$ cat src/rtl/dmem_byte_sequencer.sv
// Load/store sequencer onto a byte-wide dual-port RAM, two byte lanes per cycle.
// Optional misalignment trap: define DMEM_MISALIGN_TRAP_EN.

module dmem_byte_lane #(
  parameter int ADDR_W = 15
) (
  input  logic              clk,
  input  logic              rst,
  input  logic              ld_i,
  input  logic [ADDR_W-1:0] addr_i,
  input  logic [7:0]        wdata_i,
  input  logic              we_i,
  output logic [ADDR_W-1:0] addr_o,
  output logic [7:0]        wdata_o,
  output logic              we_o
);
  logic [ADDR_W-1:0] addr_q;
  logic [7:0]        wdata_q;
  logic              we_q;

  // Address/data hold between loads; the strobe lasts exactly one cycle.
  always_ff @(posedge clk or posedge rst) begin
    if (rst) begin
      addr_q  <= '0;
      wdata_q <= '0;
      we_q    <= 1'b0;
    end else if (ld_i) begin
      addr_q  <= addr_i;
      wdata_q <= wdata_i;
      we_q    <= we_i;
    end else begin
      we_q    <= 1'b0;
    end
  end

  assign addr_o  = addr_q;
  assign wdata_o = wdata_q;
  assign we_o    = we_q;
endmodule

module dmem_byte_sequencer #(
  parameter int ADDR_W = 15
) (
  input  logic              clk,
  input  logic              rst,
  input  logic              req_valid_i,
  output logic              req_ready_o,
  input  logic              req_we_i,
  input  logic [1:0]        req_size_i,
  input  logic              req_unsigned_i,
  input  logic [31:0]       req_addr_i,
  input  logic [31:0]       req_wdata_i,
  output logic              rsp_valid_o,
  output logic [31:0]       rsp_rdata_o,
  output logic              rsp_err_o,
  output logic [ADDR_W-1:0] ram_addr_a_o,
  output logic [7:0]        ram_wdata_a_o,
  output logic              ram_we_a_o,
  input  logic [7:0]        ram_rdata_a_i,
  output logic [ADDR_W-1:0] ram_addr_b_o,
  output logic [7:0]        ram_wdata_b_o,
  output logic              ram_we_b_o,
  input  logic [7:0]        ram_rdata_b_i
);
  localparam int NUM_LANES = 2;

  typedef enum logic [2:0] {IDLE, ISSUE0, ISSUE1, CAPT, DONE} state_e;

  typedef struct packed {
    logic              we;
    logic [1:0]        size;
    logic              uns;
    logic [ADDR_W-1:0] base;
    logic [15:0]       wdata_hi;
  } req_t;

  state_e state_q, state_d;
  req_t   req_q, req_d;
  logic [31:0] rd_q, rd_d;
  logic [31:0] ext;
  logic        accept, trap, is_word;
  logic        lane_ld;
  logic [NUM_LANES-1:0][ADDR_W-1:0] lane_addr_d, lane_addr_q;
  logic [NUM_LANES-1:0][7:0]        lane_wdata_d, lane_wdata_q, lane_rdata;
  logic [NUM_LANES-1:0]             lane_we_d, lane_we_q;
  logic                             unused_addr_hi;

  assign unused_addr_hi = ^req_addr_i[31:ADDR_W];
  assign req_ready_o    = (state_q == IDLE);
  assign accept         = req_valid_i & req_ready_o;
  assign is_word        = req_q.size[1];
  assign lane_rdata     = {ram_rdata_b_i, ram_rdata_a_i};

`ifdef DMEM_MISALIGN_TRAP_EN
  logic err_q;

  assign trap = (req_size_i == 2'b01 && req_addr_i[0]) ||
                (req_size_i[1] && req_addr_i[1:0] != 2'b00);

  always_ff @(posedge clk or posedge rst) begin
    if (rst)         err_q <= 1'b0;
    else if (accept) err_q <= trap;
  end

  assign rsp_err_o = (state_q == DONE) & err_q;
`else
  assign trap      = 1'b0;
  assign rsp_err_o = 1'b0;
`endif

  always_ff @(posedge clk or posedge rst) begin
    if (rst) begin
      state_q <= IDLE;
      req_q   <= '0;
      rd_q    <= '0;
    end else begin
      state_q <= state_d;
      req_q   <= req_d;
      rd_q    <= rd_d;
    end
  end

  always_comb begin
    state_d      = state_q;
    req_d        = req_q;
    rd_d         = rd_q;
    lane_ld      = 1'b0;
    lane_addr_d  = '0;
    lane_wdata_d = '0;
    lane_we_d    = '0;
    case (state_q)
      IDLE: begin
        if (accept) begin
          req_d.we       = req_we_i;
          req_d.size     = req_size_i;
          req_d.uns      = req_unsigned_i;
          req_d.base     = req_addr_i[ADDR_W-1:0];
          req_d.wdata_hi = req_wdata_i[31:16];
          // Cleared so trapped and store responses read back as zero.
          rd_d           = '0;
          if (trap) begin
            state_d = DONE;
          end else begin
            state_d = ISSUE0;
            lane_ld = 1'b1;
            for (int l = 0; l < NUM_LANES; l++) begin
              lane_addr_d[l]  = req_addr_i[ADDR_W-1:0] + ADDR_W'(l);
              lane_wdata_d[l] = req_wdata_i[8*l +: 8];
            end
            lane_we_d[0] = req_we_i;
            lane_we_d[1] = req_we_i & (req_size_i != 2'b00);
          end
        end
      end
      ISSUE0: begin
        if (is_word) begin
          state_d = ISSUE1;
          lane_ld = 1'b1;
          for (int l = 0; l < NUM_LANES; l++) begin
            lane_addr_d[l]  = req_q.base + ADDR_W'(2 + l);
            lane_wdata_d[l] = req_q.wdata_hi[8*l +: 8];
            lane_we_d[l]    = req_q.we;
          end
        end else begin
          state_d = req_q.we ? DONE : CAPT;
        end
      end
      ISSUE1: begin
        // First pair's read data lands while the second pair is issued.
        if (!req_q.we) rd_d[15:0] = lane_rdata;
        state_d = req_q.we ? DONE : CAPT;
      end
      CAPT: begin
        if (is_word) rd_d[31:16] = lane_rdata;
        else         rd_d[15:0]  = lane_rdata;
        state_d = DONE;
      end
      DONE:    state_d = IDLE;
      default: state_d = IDLE;
    endcase
  end

  for (genvar l = 0; l < NUM_LANES; l++) begin : g_lane
    dmem_byte_lane #(.ADDR_W(ADDR_W)) u_lane (
      .clk     (clk),
      .rst     (rst),
      .ld_i    (lane_ld),
      .addr_i  (lane_addr_d[l]),
      .wdata_i (lane_wdata_d[l]),
      .we_i    (lane_we_d[l]),
      .addr_o  (lane_addr_q[l]),
      .wdata_o (lane_wdata_q[l]),
      .we_o    (lane_we_q[l])
    );
  end

  assign ram_addr_a_o  = lane_addr_q[0];
  assign ram_wdata_a_o = lane_wdata_q[0];
  assign ram_we_a_o    = lane_we_q[0];
  assign ram_addr_b_o  = lane_addr_q[1];
  assign ram_wdata_b_o = lane_wdata_q[1];
  assign ram_we_b_o    = lane_we_q[1];

  always_comb begin
    ext = rd_q;
    case (req_q.size)
      2'b00:   ext = {{24{rd_q[7]  & ~req_q.uns}}, rd_q[7:0]};
      2'b01:   ext = {{16{rd_q[15] & ~req_q.uns}}, rd_q[15:0]};
      default: ext = rd_q;
    endcase
  end

  assign rsp_valid_o = (state_q == DONE);
  assign rsp_rdata_o = (state_q == DONE && !req_q.we) ? ext : 32'h0;
endmodule

$ cat config.mk
export PLATFORM = sky130hd
export DESIGN_NAME = dmem_byte_sequencer
export DESIGN_NICKNAME = d
export VERILOG_FILES = /design/src/rtl/dmem_byte_sequencer.sv
export SDC_FILE = /design/constraint.sdc
export NUM_CORES = 1
export LEC_CHECK = 0
export CORE_UTILIZATION = 31
export CTS_CLUSTER_DIAMETER = 150
export CTS_CLUSTER_SIZE = 25
export DETAILED_ROUTE_END_ITERATION = 10
export GPL_TIMING_DRIVEN = 0
export PLACE_DENSITY = 0.57
export SYNTH_ARGS = -nofsm -noshare
export SYNTH_HDL_FRONTEND = slang
export SYNTH_HIERARCHICAL = 1
export SYNTH_SLANG_ARGS = --single-unit
$ cat constraint.sdc
create_clock -name clk -period 2.1 [get_ports clk]
set_input_delay 0.315 -clock clk [delete_from_list [all_inputs] [get_ports clk]]
set_output_delay 0.315 -clock clk [all_outputs]
set_load 0.005 [all_outputs]
==> results <==
- The critical path goes through or4_4 > buf_6 > a21oi_2 > buf_2.
- The sequential cell fraction of total power is 29.2%.
- For this run, the post-layout net count is 928.
- CTS saw 118 sinks.
- The run finished, with violations left.
- The final design instance area without fill is 0.00932 mm².
- The clock network power share is 24.1%.
- In this run the tightest slew margin relative to its limit is 27.8%.
- The number of antenna diodes in the final layout is 0.
- The category of the critical setup timing path is reg2out.
- For this run, the total global-route usage over all layers was measured as 18.5%.
- The floorplan step defined a die boundary enclosing 0.0214 mm².
- Summed over all nets, the half-perimeter wirelength after detailed placement is 13,100 µm.
- The count of maximum capacitance violations is 0.
- For this run, asynchronously set or reset flops after synthesis account for 100%.
- The power per unit of standard cell area is 1340 mW/mm².
- The critical path launch point type is a flop.
- After detailed routing, the number of remaining DRC violations is 0.
- The final design utilization is 45.9%.
- The final count of pins violating max slew is 0.
- Setup violations remaining at the end of the flow were counted as 12.
- The highest net fanout along the worst path is 6.
- The synthesized-area fraction occupied by adder cells is 0.777%.
- The measured slew at the worst slew-check pin is 1.08 ns.
- The library cell used most frequently in the layout, excluding fill and tap cells, is sky130_fd_sc_hd__nand2_1.
- The number of buffers added to fix hold violations after cts is 0.
- The pin count of the biggest net entering global routing is 56.
- After synthesis the netlist holds a flip-flop and latch count of 118.
- The number of I/O pins is 170.
- Synthesis produced a netlist with a net count of 734.
- The number of global-route vias before repair is 5,317.
- The total internal power is 0.00806 W.
- The clock-pin slew on the worst setup and hold paths is 0.06 ns.
- The final wirelength is 19,000 µm.
- The data arrival time at the worst-slack endpoint is 1.86 ns.
- The family with the most delay on the worst path is simple AND/OR/NAND/NOR gates.
- The reported leakage power is 4.17 nW.
- The critical path data required time is 1.78 ns.
- The post-route minimum period is 2.17 ns.
- The fraction of layout cells with a size suffix above 1 is 26.2%.
- The core area is 0.0203 mm².
- Summed over all layers, the global routing overflow is 0.
- CTS built an H-tree with a depth of 4.
- The simple logic cell fraction of the synthesized area is 16.8%.
- The final worst-path cycle share is 104%.
- Setup repair after global routing could not meet its margin everywhere.
- In this run the cell area of the synthesized design comes to 0.00644 mm².
- Dividing the detail-routed via count by the number of cells gives 4.73.
- Synthesis produced a netlist whose cell count is 643.
- The initial antenna violation count is 0.
- The fraction of synthesized cell area in xor and xnor cells is 5.17%.
- The congestion estimate from routability-driven global placement came to 0.833.
- The hold violation count in the final report is 0.
- The routed layout has 5,292 vias.
- In this run the cell area measured after placement is 0.00832 mm².
- The clock tree buffer depth is 2.
- For the worst-skew pair, the clock arrives at the later sink with an insertion delay of 0.42 ns.
- Leaving out fill and tap cells, the most frequent cells in the layout are sky130_fd_sc_hd__nand2_1, sky130_fd_sc_hd__dfrtp_1, sky130_fd_sc_hd__clkdlybuf4s50_1, sky130_fd_sc_hd__mux2_4, sky130_fd_sc_hd__inv_1.
- For the final routed database, the setup TNS stands at -0.494 ns.
- The capturing element type of the critical path is an output pin.
- Fill cells in the final layout number 1,930.
- Summing the sequential cell areas from Yosys gives 45.9% of the chip area.
- Averaged over all synthesized cells, the footprint is 10.0 µm².
- The tightest min-delay check is of the in2async type.
- The dominant synthesized flop cell is sky130_fd_sc_hd__dfrtp_1.
- The initial detailed-routing violation count is 238.
- The number of buffers and inverters on the critical path is 2.
- The first detailed-routing pass ran for 4 iterations.
- The switching power is 0.00441 W.
- The number of enable-type register cells in the synthesized netlist is 0.
- The number of nets with antenna violations after detailed routing is 0.
- The floorplan step set the die width to 146 µm.
- The final reports fail on setup timing.
- The overall power after layout is 0.0125 W.
- Combinational logic is responsible for 46.7% of the overall power.
- The portion of synthesized area spent on multiplexers is 12.9%.
- Across all hold checks on the routed design, the worst slack comes to 0.230 ns.
- The worst-case IR drop observed on VDD is 0.705 mV.
- In the final routed layout, each cell accounts on average for 17.0 µm.
- The initialized floorplan defines 52 standard-cell rows.
- For this run, the slowest stage of the critical path takes 0.60 ns.
- The TritonCTS clock tree is built.
- The maximum achievable frequency is 460 MHz.
- The worst clock skew is 0.00788 ns.
- The total of buffers placed on input and output ports is 151.
- The fraction of power spent switching nets is 35.4%.
- The CTS buffer count is 17.
- On the critical path, the stage with the largest delay is an instance of sky130_fd_sc_hd__or4_4.
- For this configuration, the core starts out at a cell density of 31.7%.
- The first-pass GRT wire length is 30,100 µm.
- Compared with the post-synthesis result, the final layout area differs by 44.8%.
- During synthesis, Yosys emitted a total of 6 warnings.
- Across all setup checks in the final design, the least slack found is -0.0746 ns.
- The overall die height is 146 µm.
- The largest family of logic cells by synthesized area is simple AND/OR/NAND/NOR gates.
- The master cell of the clock root buffer is sky130_fd_sc_hd__clkbuf_16.
- The count of cell types in the netlist is 51.
- The compound-cell area share of the yosys netlist is 10.4%.
-- stage by stage --
step,std cells,worst slack [ns]
finish,1120,-0.0746
floorplan,643,0.0168
global placement,1064,-1.61
detailed placement,1065,-0.481
global route,1120,-0.135
CTS,1119,-0.174
-- cell type report --
cell class	count	area [µm²]	share of cell area, %
Clock inverter	12	153	1.64
Inverter	40	153	1.64
Tap cell	270	338	3.62
Buffer	44	402	4.31
Sequential cell	118	2950	31.7
Timing Repair Buffer	178	1690	18.2
Clock buffer	20	447	4.79
Multi-Input combinational cell	438	3180	34.2
-- logic make-up after synthesis --
kind of cell,after synthesis
AOI/OAI and AO/OA,108
xor gates and xnor gates,38
adders and majority gates,4
buffers and inverters,87
DFF,118
muxes,63
other,1
and+or+nand+nor,224
-- final timing paths --
kind	slack (ns)	cells after the start	startpoint	end
setup / recovery	-0.07	4	is_word$_DFFE_PP0P_	rsp_rdata_o[9]
hold / removal	0.23	2	rst	req_q[12]$_DFFE_PP0P_
setup reg to reg	0.04	8	state_q[1]$_DFFE_PP0P_	g_lane[0].u_lane/addr_o[8]$_DFFE_PP0P_
hold reg to reg	0.47	2	req_q[7]$_DFFE_PP0P_	req_q[7]$_DFFE_PP0P_
max in group asynchronous	0.86	2	rst	g_lane[0].u_lane/addr_o[13]$_DFFE_PP0P_
min in group clk	0.42	3	req_wdata_i[19]	req_q[3]$_DFFE_PP0P_
-- flip-flops by register name, summed over array words and instances, names as in the netlist --
register and flops:
state_q 3, g_lane.u_lane/wdata_o 16, is_word 1, g_lane.u_lane/we_o 2, rd_q 32, g_lane.u_lane/addr_o 30, req_q 34
-- power by group through the flow --
stage | sequential (W) | combinational [W] | clock (W)
detailed placement | 0.00366 | 0.00520 | 0
CTS | 0.00363 | 0.00573 | 0.00307
floorplan | 0.00357 | 0.00341 | 0
finish | 0.00364 | 0.00583 | 0.00301
global placement | 0.00365 | 0.00514 | 0
global route | 0.00375 | 0.00632 | 0.00317
-- cell usage after synthesis, types with 3 or more instances --
cell type	number	share of area (%)
sky130_fd_sc_hd__o22ai_1	13	1.3
sky130_fd_sc_hd__and2_1	3	0.29
sky130_fd_sc_hd__inv_1	40	2.3
sky130_fd_sc_hd__mux2_4	38	8.9
sky130_fd_sc_hd__mux2i_1	17	2.6
sky130_fd_sc_hd__nand2_1	133	7.8
sky130_fd_sc_hd__buf_6	11	1.9
sky130_fd_sc_hd__buf_4	6	0.70
sky130_fd_sc_hd__ha_1	4	0.78
sky130_fd_sc_hd__dfrtp_1	118	46
sky130_fd_sc_hd__mux2_2	8	1.4
sky130_fd_sc_hd__clkbuf_1	7	0.41
sky130_fd_sc_hd__nor3_1	13	1.0
sky130_fd_sc_hd__o21ai_1	12	0.93
sky130_fd_sc_hd__buf_12	4	1.2
sky130_fd_sc_hd__nand4_1	4	0.39
sky130_fd_sc_hd__nand3_1	23	1.8
sky130_fd_sc_hd__o21ai_0	31	2.4
sky130_fd_sc_hd__buf_2	14	1.1
sky130_fd_sc_hd__nor2_1	25	1.5
sky130_fd_sc_hd__a21oi_1	28	2.2
sky130_fd_sc_hd__a22o_1	16	2.2
sky130_fd_sc_hd__nor4_2	5	0.97
sky130_fd_sc_hd__xnor2_1	30	4.1
sky130_fd_sc_hd__xor2_1	8	1.1
-- what timing repair did --
action | CTS | global route
gates cloned | 2 | 0
pin swaps | 11 | 10
endpoints found under the setup margin | 73 | 36
buffers inserted | 22 | 2
gates resized for setup | 154 | 33
-- layer usage --
layer | vias up | share of wire, % | GRT usage, %
met5 | - | 0 | 0
met4 | 0 | 1.5 | 6.30
met3 | 14 | 6.3 | 4.94
met2 | 172 | 46 | 28.5
met1 | 2550 | 46 | 24.9
li1 | 2556 | - | -
Power figures use the tool's default switching activity.
